$ cat src/rtl/back_ground_scroll_draw_pkg.sv
// rtl/back_ground_scroll_draw_pkg.sv - shared colour type, palette and lane geometry helper
package back_ground_pkg;

    typedef logic [7:0] rgb332_t;

    localparam rgb332_t BLANK   = 8'h00;
    localparam rgb332_t BANK    = 8'b010_001_00;
    localparam rgb332_t WATER   = 8'b000_000_11;
    localparam rgb332_t WAVE_HI = 8'b011_011_11;

    // Height of one river lane; the river spans the screen minus both banks
    function automatic int lane_height(input int screen_h, input int bank_w, input int n_lanes);
        return (screen_h - 2 * bank_w) / n_lanes;
    endfunction

endpackage

$ cat src/rtl/back_ground_scroll_draw_if.sv
// rtl/back_ground_scroll_draw_if.sv - pixel coordinate in, background colour and lane info out
interface back_ground_scroll_draw_if #(
    parameter int LANE_W = 2
);
    import back_ground_pkg::*;

    logic [10:0]       oCoord_X;
    logic [10:0]       oCoord_Y;
    logic              anim_en;
    rgb332_t           mVGA_RGB;
    logic [8:0]        bank_width;
    logic              in_river;
    logic [LANE_W-1:0] lane_id;
    logic              frame_tick;

    // VGA-controller side: drives coordinates, consumes the background pixel
    modport master (
        output oCoord_X, oCoord_Y, anim_en,
        input  mVGA_RGB, bank_width, in_river, lane_id, frame_tick
    );

    // Painter side
    modport slave (
        input  oCoord_X, oCoord_Y, anim_en,
        output mVGA_RGB, bank_width, in_river, lane_id, frame_tick
    );

endinterface

$ cat src/rtl/back_ground_scroll_draw_lane_phase_counter.sv
// rtl/back_ground_scroll_draw_lane_phase_counter.sv - per-lane wave phase, wraps modulo STRIPE_LEN
module lane_phase_counter #(
    parameter int STRIPE_LEN = 32,
    parameter int DIR        = 1
) (
    input  logic                          CLK,
    input  logic                          RESET,
    input  logic                          step,
    output logic [$clog2(STRIPE_LEN)-1:0] phase
);
    localparam int PW = $clog2(STRIPE_LEN);

    // Power-of-two stripe length lets the natural register overflow do the wrap
    always_ff @(posedge CLK or posedge RESET) begin
        if (RESET) begin
            phase <= '0;
        end else if (step) begin
            phase <= (DIR > 0) ? phase + PW'(1) : phase - PW'(1);
        end
    end

endmodule

$ cat src/rtl/back_ground_scroll_draw.sv
// rtl/back_ground_scroll_draw.sv - banked river background with per-lane scrolling wave highlights
module back_ground_scroll_draw
    import back_ground_pkg::*;
#(
    parameter int SCREEN_W        = 640,
    parameter int SCREEN_H        = 480,
    parameter int BANK_W          = 80,
    parameter int N_LANES         = 4,
    parameter int STRIPE_LEN      = 32,
    parameter int HILITE_W        = 4,
    parameter int FRAMES_PER_STEP = 4
) (
    input  logic                      CLK,
    input  logic                      RESET,
    back_ground_scroll_draw_if.slave  bus
);
    localparam int LANE_H = lane_height(SCREEN_H, BANK_W, N_LANES);
    localparam int PW     = $clog2(STRIPE_LEN);
    localparam int LW     = (N_LANES > 1) ? $clog2(N_LANES) : 1;
    localparam int CW     = (FRAMES_PER_STEP > 1) ? $clog2(FRAMES_PER_STEP) : 1;

    logic          at_origin;
    logic          at_origin_q;
    logic          sof;
    logic          sof_q;
    logic [CW-1:0] frame_cnt;
    logic          step;
    logic [PW-1:0] phase [N_LANES];

    rgb332_t       colour_d;
    logic          river_d;
    logic [LW-1:0] lane_d;
    logic [10:0]   wave_sum;

    // Edge-detect the origin so a stalled (0,0) still yields one start-of-frame
    assign at_origin = (bus.oCoord_X == 11'd0) && (bus.oCoord_Y == 11'd0);
    assign sof       = at_origin && !at_origin_q;
    assign step      = sof && bus.anim_en && (frame_cnt == CW'(FRAMES_PER_STEP - 1));

    assign bus.frame_tick = sof_q;
    assign bus.bank_width = 9'(BANK_W);

    // Origin history and the registered start-of-frame pulse
    always_ff @(posedge CLK or posedge RESET) begin
        if (RESET) begin
            at_origin_q <= 1'b0;
            sof_q       <= 1'b0;
        end else begin
            at_origin_q <= at_origin;
            sof_q       <= sof;
        end
    end

    // Frames-per-step divider; frozen together with the phases while animation is off
    always_ff @(posedge CLK or posedge RESET) begin
        if (RESET) begin
            frame_cnt <= '0;
        end else if (sof && bus.anim_en) begin
            frame_cnt <= step ? '0 : frame_cnt + CW'(1);
        end
    end

    // Even lanes drift left, odd lanes drift right
    for (genvar i = 0; i < N_LANES; i++) begin : g_lane
        lane_phase_counter #(
            .STRIPE_LEN (STRIPE_LEN),
            .DIR        ((i % 2 == 0) ? 1 : -1)
        ) u_phase (
            .CLK   (CLK),
            .RESET (RESET),
            .step  (step),
            .phase (phase[i])
        );
    end

    // Region and lane decode from the live coordinates; lanes found by constant compares
    always_comb begin
        colour_d = BLANK;
        river_d  = 1'b0;
        lane_d   = '0;
        wave_sum = '0;
        if (bus.oCoord_X >= 11'(SCREEN_W) || bus.oCoord_Y >= 11'(SCREEN_H)) begin
            colour_d = BLANK;
        end else if (bus.oCoord_Y < 11'(BANK_W) || bus.oCoord_Y >= 11'(SCREEN_H - BANK_W)) begin
            colour_d = BANK;
        end else begin
            river_d = 1'b1;
            for (int i = 1; i < N_LANES; i++) begin
                if (bus.oCoord_Y >= 11'(BANK_W + i * LANE_H)) begin
                    lane_d = LW'(i);
                end
            end
            wave_sum = bus.oCoord_X + 11'(phase[lane_d]);
            colour_d = (wave_sum[PW-1:0] < PW'(HILITE_W)) ? WAVE_HI : WATER;
        end
    end

    // One-clock output register, matched by the sync delay in the VGA controller
    always_ff @(posedge CLK or posedge RESET) begin
        if (RESET) begin
            bus.mVGA_RGB <= BLANK;
            bus.in_river <= 1'b0;
            bus.lane_id  <= '0;
        end else begin
            bus.mVGA_RGB <= colour_d;
            bus.in_river <= river_d;
            bus.lane_id  <= lane_d;
        end
    end

endmodule
$ cat src/flat_wrapper.sv
// flat-port wrapper written by rule: the top's interface ports become plain ports
module back_ground_scroll_draw_flat import back_ground_pkg::*;
#(
    parameter int SCREEN_W        = 640,
    parameter int SCREEN_H        = 480,
    parameter int BANK_W          = 80,
    parameter int N_LANES         = 4,
    parameter int STRIPE_LEN      = 32,
    parameter int HILITE_W        = 4,
    parameter int FRAMES_PER_STEP = 4
)
  (CLK, RESET, bus_oCoord_X, bus_oCoord_Y, bus_anim_en, bus_mVGA_RGB, bus_bank_width, bus_in_river, bus_lane_id, bus_frame_tick);
  back_ground_scroll_draw_if bus_i ();
  input  logic CLK;
  input  logic RESET;
  input wire logic [$bits(bus_i.oCoord_X)-1:0] bus_oCoord_X;
  input wire logic [$bits(bus_i.oCoord_Y)-1:0] bus_oCoord_Y;
  input wire logic [$bits(bus_i.anim_en)-1:0] bus_anim_en;
  output wire logic [$bits(bus_i.mVGA_RGB)-1:0] bus_mVGA_RGB;
  output wire logic [$bits(bus_i.bank_width)-1:0] bus_bank_width;
  output wire logic [$bits(bus_i.in_river)-1:0] bus_in_river;
  output wire logic [$bits(bus_i.lane_id)-1:0] bus_lane_id;
  output wire logic [$bits(bus_i.frame_tick)-1:0] bus_frame_tick;
  assign bus_i.oCoord_X = bus_oCoord_X;
  assign bus_i.oCoord_Y = bus_oCoord_Y;
  assign bus_i.anim_en = bus_anim_en;
  assign bus_mVGA_RGB = bus_i.mVGA_RGB;
  assign bus_bank_width = bus_i.bank_width;
  assign bus_in_river = bus_i.in_river;
  assign bus_lane_id = bus_i.lane_id;
  assign bus_frame_tick = bus_i.frame_tick;
  back_ground_scroll_draw #(.SCREEN_W(SCREEN_W), .SCREEN_H(SCREEN_H), .BANK_W(BANK_W), .N_LANES(N_LANES), .STRIPE_LEN(STRIPE_LEN), .HILITE_W(HILITE_W), .FRAMES_PER_STEP(FRAMES_PER_STEP)) u_core (.CLK(CLK), .RESET(RESET), .bus(bus_i));
endmodule
$ cat config.mk
export PLATFORM = sky130hd
export DESIGN_NAME = back_ground_scroll_draw_flat
export DESIGN_NICKNAME = d
export VERILOG_FILES = /design/src/rtl/back_ground_scroll_draw_pkg.sv /design/src/rtl/back_ground_scroll_draw_if.sv /design/src/rtl/back_ground_scroll_draw_lane_phase_counter.sv /design/src/rtl/back_ground_scroll_draw.sv /design/src/flat_wrapper.sv
export SDC_FILE = /design/constraint.sdc
export NUM_CORES = 1
export LEC_CHECK = 0
export ABC_AREA = 1
export BUFFER_PORTS_ARGS = -buffer_cell sky130_fd_sc_hd__buf_4
export CORE_ASPECT_RATIO = 1.5
export CORE_UTILIZATION = 54
export DETAILED_ROUTE_END_ITERATION = 10
export PLACE_DENSITY = 0.8
export SYNTH_ARGS = -nofsm -noshare
export SYNTH_HDL_FRONTEND = slang
export SYNTH_HIERARCHICAL = 1
export SYNTH_SLANG_ARGS = --single-unit
$ cat constraint.sdc
create_clock -name CLK -period 2.65 [get_ports CLK]
set_input_delay 0.3975 -clock CLK [delete_from_list [all_inputs] [get_ports CLK]]
set_output_delay 0.3975 -clock CLK [all_outputs]
set_load 0.02 [all_outputs]
==> PnR_summary.wiki <==
{| class="wikitable"
! Metric !! Value
|-
| Via/cell ratio || 5.05
|-
| Part of the total power dissipated in the clock network || 0.405
|-
| Clock tree from TritonCTS || done
|-
| FFs w/ async S/R, synth || 1.00
|-
| Worst reg2reg setup slack || 0.87 ns
|-
| Gr ovfl total || 0
|-
| Buffer and inverter count on the worst path || 3
|-
| Crit share post-route || 0.847
|-
| Area post-placement || 2170 um2
|-
| Pin count of the biggest net entering global routing || 19
|-
| Routing usage on met2 || 0.453
|-
| Vias post-DR || 1626
|-
| Total number of clock tree sinks || 29
|-
| Kind of capture point of the worst setup path || flop
|-
| Sequence of cells on the critical path || buf_4, nor2_1, nor2_2, nor2_4, nand2_4, inv_1, o21ai_0, o22ai_1, ha_1, nand2_1, inv_1, nand3_2, nand2_2, nand2_2, nand2_1, nand2_1, nand2_1, nand2_2, a21oi_2
|-
| Post_cts resized || 0
|-
| Synth Area per Inst || 7.99 um2
|-
| Endpoint required time on the critical path || 2.80 ns
|-
| Row cnt || 26
|-
| Post-synthesis cell type count || 34
|-
| Effective utilization at floorplan || 0.568
|-
| Number of buffers inserted during clock tree synthesis || 5
|-
| Peak clock frequency supported by timing || 445 MHz
|-
| Library cell with the largest summed area after synthesis || sky130_fd_sc_hd__dfrtp_1
|-
| Total Routed Length || 4100 um
|-
| Vertical die dimension || 75.4 um
|-
| DP Cell Count || 314
|-
| Warning count from the yosys run || 6
|-
| Detail Route Antenna Nets || 0
|-
| R2R Path End || u_core/bus.mVGA_RGB[2]
|-
| H-tree depth reported by CTS || 2
|-
| Leak pwr || 0.00120 uW
|-
| Post-CTS setup-driven buffer insertion count || 0
|-
| Area contributors post-synth || sky130_fd_sc_hd__dfrtp_1, sky130_fd_sc_hd__nand2_1, sky130_fd_sc_hd__inv_1
|-
| Met3 track demand over resource || 0.0619
|-
| Result of the run || finished, final reports clean
|-
| Share of the yosys chip area belonging to registers || 0.374
|-
| First element of the critical path || bus_oCoord_Y[7]
|-
| Final-layout worst hold slack || 0.0519 ns
|-
| Flop pwr share || 0.453
|-
| Largest stage delay on the critical path || 0.26 ns
|-
| Proportion of netlist area held by the largest area contributor || 0.374
|-
| Tot Pwr || 980 uW
|-
| Maximum vdd ir drop || 257 uV
|-
| Critical path's most frequent cell || sky130_fd_sc_hd__nand2_1
|-
| Critical path capture point || u_core/bus.mVGA_RGB[2]
|-
| Final clock skew || 0.00197 ns
|-
| Critical-path cell with the highest stage delay || sky130_fd_sc_hd__ha_1
|-
| Internal power of the cells || 732 uW
|-
| CTS hold repair buffers || 0
|-
| Area of the die || 3840 um2
|-
| Launch instance of the worst register-to-register path || u_core/g_lane[0].u_phase/phase[1]
|-
| Count of mapped cells out of synthesis || 243
|-
| Global Route met1 Usage || 0.230
|-
| Clock-pin slew of the registers on the worst-case setup and hold paths || 0.06 ns
|-
| Via count of the first global-routing pass || 1530
|-
| Global-route wire length before repair || 6640 um
|-
| Minimum clock period after layout || 2.25 ns
|-
| CP Class || input port to flop
|-
| Remaining DRCs || 0
|-
| Seq cells post-synth || 29
|-
| Post-synthesis to final-layout area growth || 17.0%
|-
| Number of detailed-routing iterations run before antenna repair || 4
|-
| Type of element launching the critical path || input port
|-
| WP depth || 19
|-
| Proportion of total power due to net switching || 0.253
|-
| Maximum buffer depth of the clock tree || 2
|-
| Cell Pwr Density || 431 nW/um2
|-
| CP max FO || 11
|-
| Initial antenna violation count || 0
|-
| Total inserted antenna cells || 0
|-
| Post-layout instance area || 2270 um2
|-
| Detailed-placement wirelength estimate || 3320 um
|-
| Unrepaired setup endpoints after global routing || false
|-
| Count of input and output buffers || 34
|-
| Top cell family by delay on the critical path || simple AND/OR/NAND/NOR gates
|-
| Root buf cell || sky130_fd_sc_hd__clkbuf_8
|-
| Switching component of the power || 248 uW
|-
| Area of the placeable core || 3420 um2
|-
| Length in cells of the worst reg-to-reg path || 13
|-
| Type of the worst min-delay path || input port to asynchronous set/reset pin
|-
| Insertion delay of the later-clocked pin in the worst-skew pair || 0.28 ns
|-
| Pins Over Slew Limit || 0
|-
| Max-cap violations || 0
|-
| Highest-utilization routing layer at the global route stage || met2
|-
| Final Setup Violations || 0
|-
| Number of top-level pins || 46
|-
| Share of final-layout standard cells stronger than drive strength 1 || 0.293
|-
| Flip-flop cell with the highest count after synthesis || sky130_fd_sc_hd__dfrtp_1
|-
| Mapped Area || 1940 um2
|-
| Count of endpoints failing hold in the final timing report || 0
|-
| Chip width || 51.0 um
|-
| Avg WL per Cell || 12.7 um
|-
| Arrival time reported for the critical path endpoint || 2.40 ns
|-
| Combinational group share of total power || 0.141
|-
| Number of enable flip-flop cells after synthesis || 0
|-
| Routability-driven placement congestion ratio || 0.828
|-
| GRT Resource Usage Total || 0.240
|-
| Filler-free cell count of the finished design || 322
|-
| Count of routing violations after the opening detailed-route iteration || 25
|-
| Fin Setup TNS || 0 ns
|-
| Nets || 312
|}
## cell families (layout without fill, tap and decap cells)
group | count (synthesis) | in the layout | synth area share
buffers and inverters | 56 | 84 | 0.143
DFF | 29 | 29 | 0.374
AOI/OAI and AO/OA | 25 | 25 | 0.0773
other | 2 | 11 | 0.00387
xor gates and xnor gates | 9 | 9 | 0.0406
adders and majority gates | 8 | 8 | 0.0515
and+or+nand+nor | 114 | 114 | 0.310
## area by class of cell
| type | count | area [um2] |
|---|---|---|
| timing repair buffer | 36 | 270 |
| sequential | 29 | 726 |
| clock inverter | 1 | 5.00 |
| inverter | 40 | 150 |
| multi-input combinational | 167 | 972 |
| fill | 293 | 1140 |
| tap | 42 | 52.6 |
| clock buffer | 7 | 96.3 |
## registers in the layout (all words and copies together), names as in the netlist
| register | cells |
|---|---|
| u_core/g_lane.u_phase/phase | 20 |
| u_core/bus.mVGA_RGB | 3 |
| u_core/bus.lane_id | 2 |
| u_core/frame_cnt | 2 |
| u_core/at_origin_q | 1 |
| u_core/bus.frame_tick | 1 |
## cell usage in the layout, fill, tap and decap left out, drive strengths merged, types with 4 or more instances in the layout
cell type / synthesis / routed
nor3: 6 / 6
ha: 8 / 8
dfrtp: 29 / 29
nand3: 16 / 16
xnor2: 5 / 5
xor2: 4 / 4
nand2: 49 / 49
nor2: 34 / 34
buf: 16 / 36
conb: 2 / 11
inv: 39 / 39
nand4: 4 / 4
a21oi: 5 / 5
clkbuf: 0 / 7
o21ai: 14 / 14
## cells in the mapped netlist (2+ instances only)
library cell / n
sky130_fd_sc_hd__nand4_1: 3
sky130_fd_sc_hd__nor2_1: 31
sky130_fd_sc_hd__nand3_2: 7
sky130_fd_sc_hd__nand2_4: 2
sky130_fd_sc_hd__inv_1: 32
sky130_fd_sc_hd__conb_1: 2
sky130_fd_sc_hd__nand3_1: 9
sky130_fd_sc_hd__dfrtp_1: 29
sky130_fd_sc_hd__nand2_1: 36
sky130_fd_sc_hd__buf_4: 15
sky130_fd_sc_hd__inv_2: 7
sky130_fd_sc_hd__ha_1: 8
sky130_fd_sc_hd__a21oi_2: 2
sky130_fd_sc_hd__xnor2_1: 5
sky130_fd_sc_hd__nor2_4: 2
sky130_fd_sc_hd__o22ai_1: 3
sky130_fd_sc_hd__nand2_2: 11
sky130_fd_sc_hd__o21ai_0: 13
sky130_fd_sc_hd__nor3_1: 5
sky130_fd_sc_hd__xor2_1: 4
sky130_fd_sc_hd__a21oi_1: 3
sky130_fd_sc_hd__nor4_1: 2
## power by group through the flow
stage	Clock (uW)	Sequential, uW	Combinational (uW)
2_1_floorplan	0	454	100
3_3_place_gp	0	452	133
3_5_place_dp	0	452	138
4_1_cts	407	444	139
5_1_grt	433	444	153
6_report	397	444	138
## worst min path at each step
stage                                              to  slack [ns]  cells past startpoint
global route        u_core/g_lane[3].u_phase/phase[3]        0.06                      2
floorplan           u_core/g_lane[0].u_phase/phase[0]        0.18                      1
detailed placement  u_core/g_lane[3].u_phase/phase[2]        0.35                      2
global placement    u_core/g_lane[3].u_phase/phase[1]        0.35                      2
CTS                 u_core/g_lane[3].u_phase/phase[2]        0.05                      2
finish              u_core/g_lane[3].u_phase/phase[3]        0.05                      2
## per-stage QoR
step	setup slack [ns]	utilization
finish	0.404	0.665
detailed placement	0.154	0.636
CTS	0.406	0.665
global placement	0.294	0.636
global route	0.226	0.665
floorplan	0.0996	-
## per-layer routing
metal  vias up  wire length, um
li1        817                -
met1       742             1510
met2        50             2190
met3        17              241
met4         0              159
met5         -                0
Note: power is estimated with default switching activity, not from simulation.
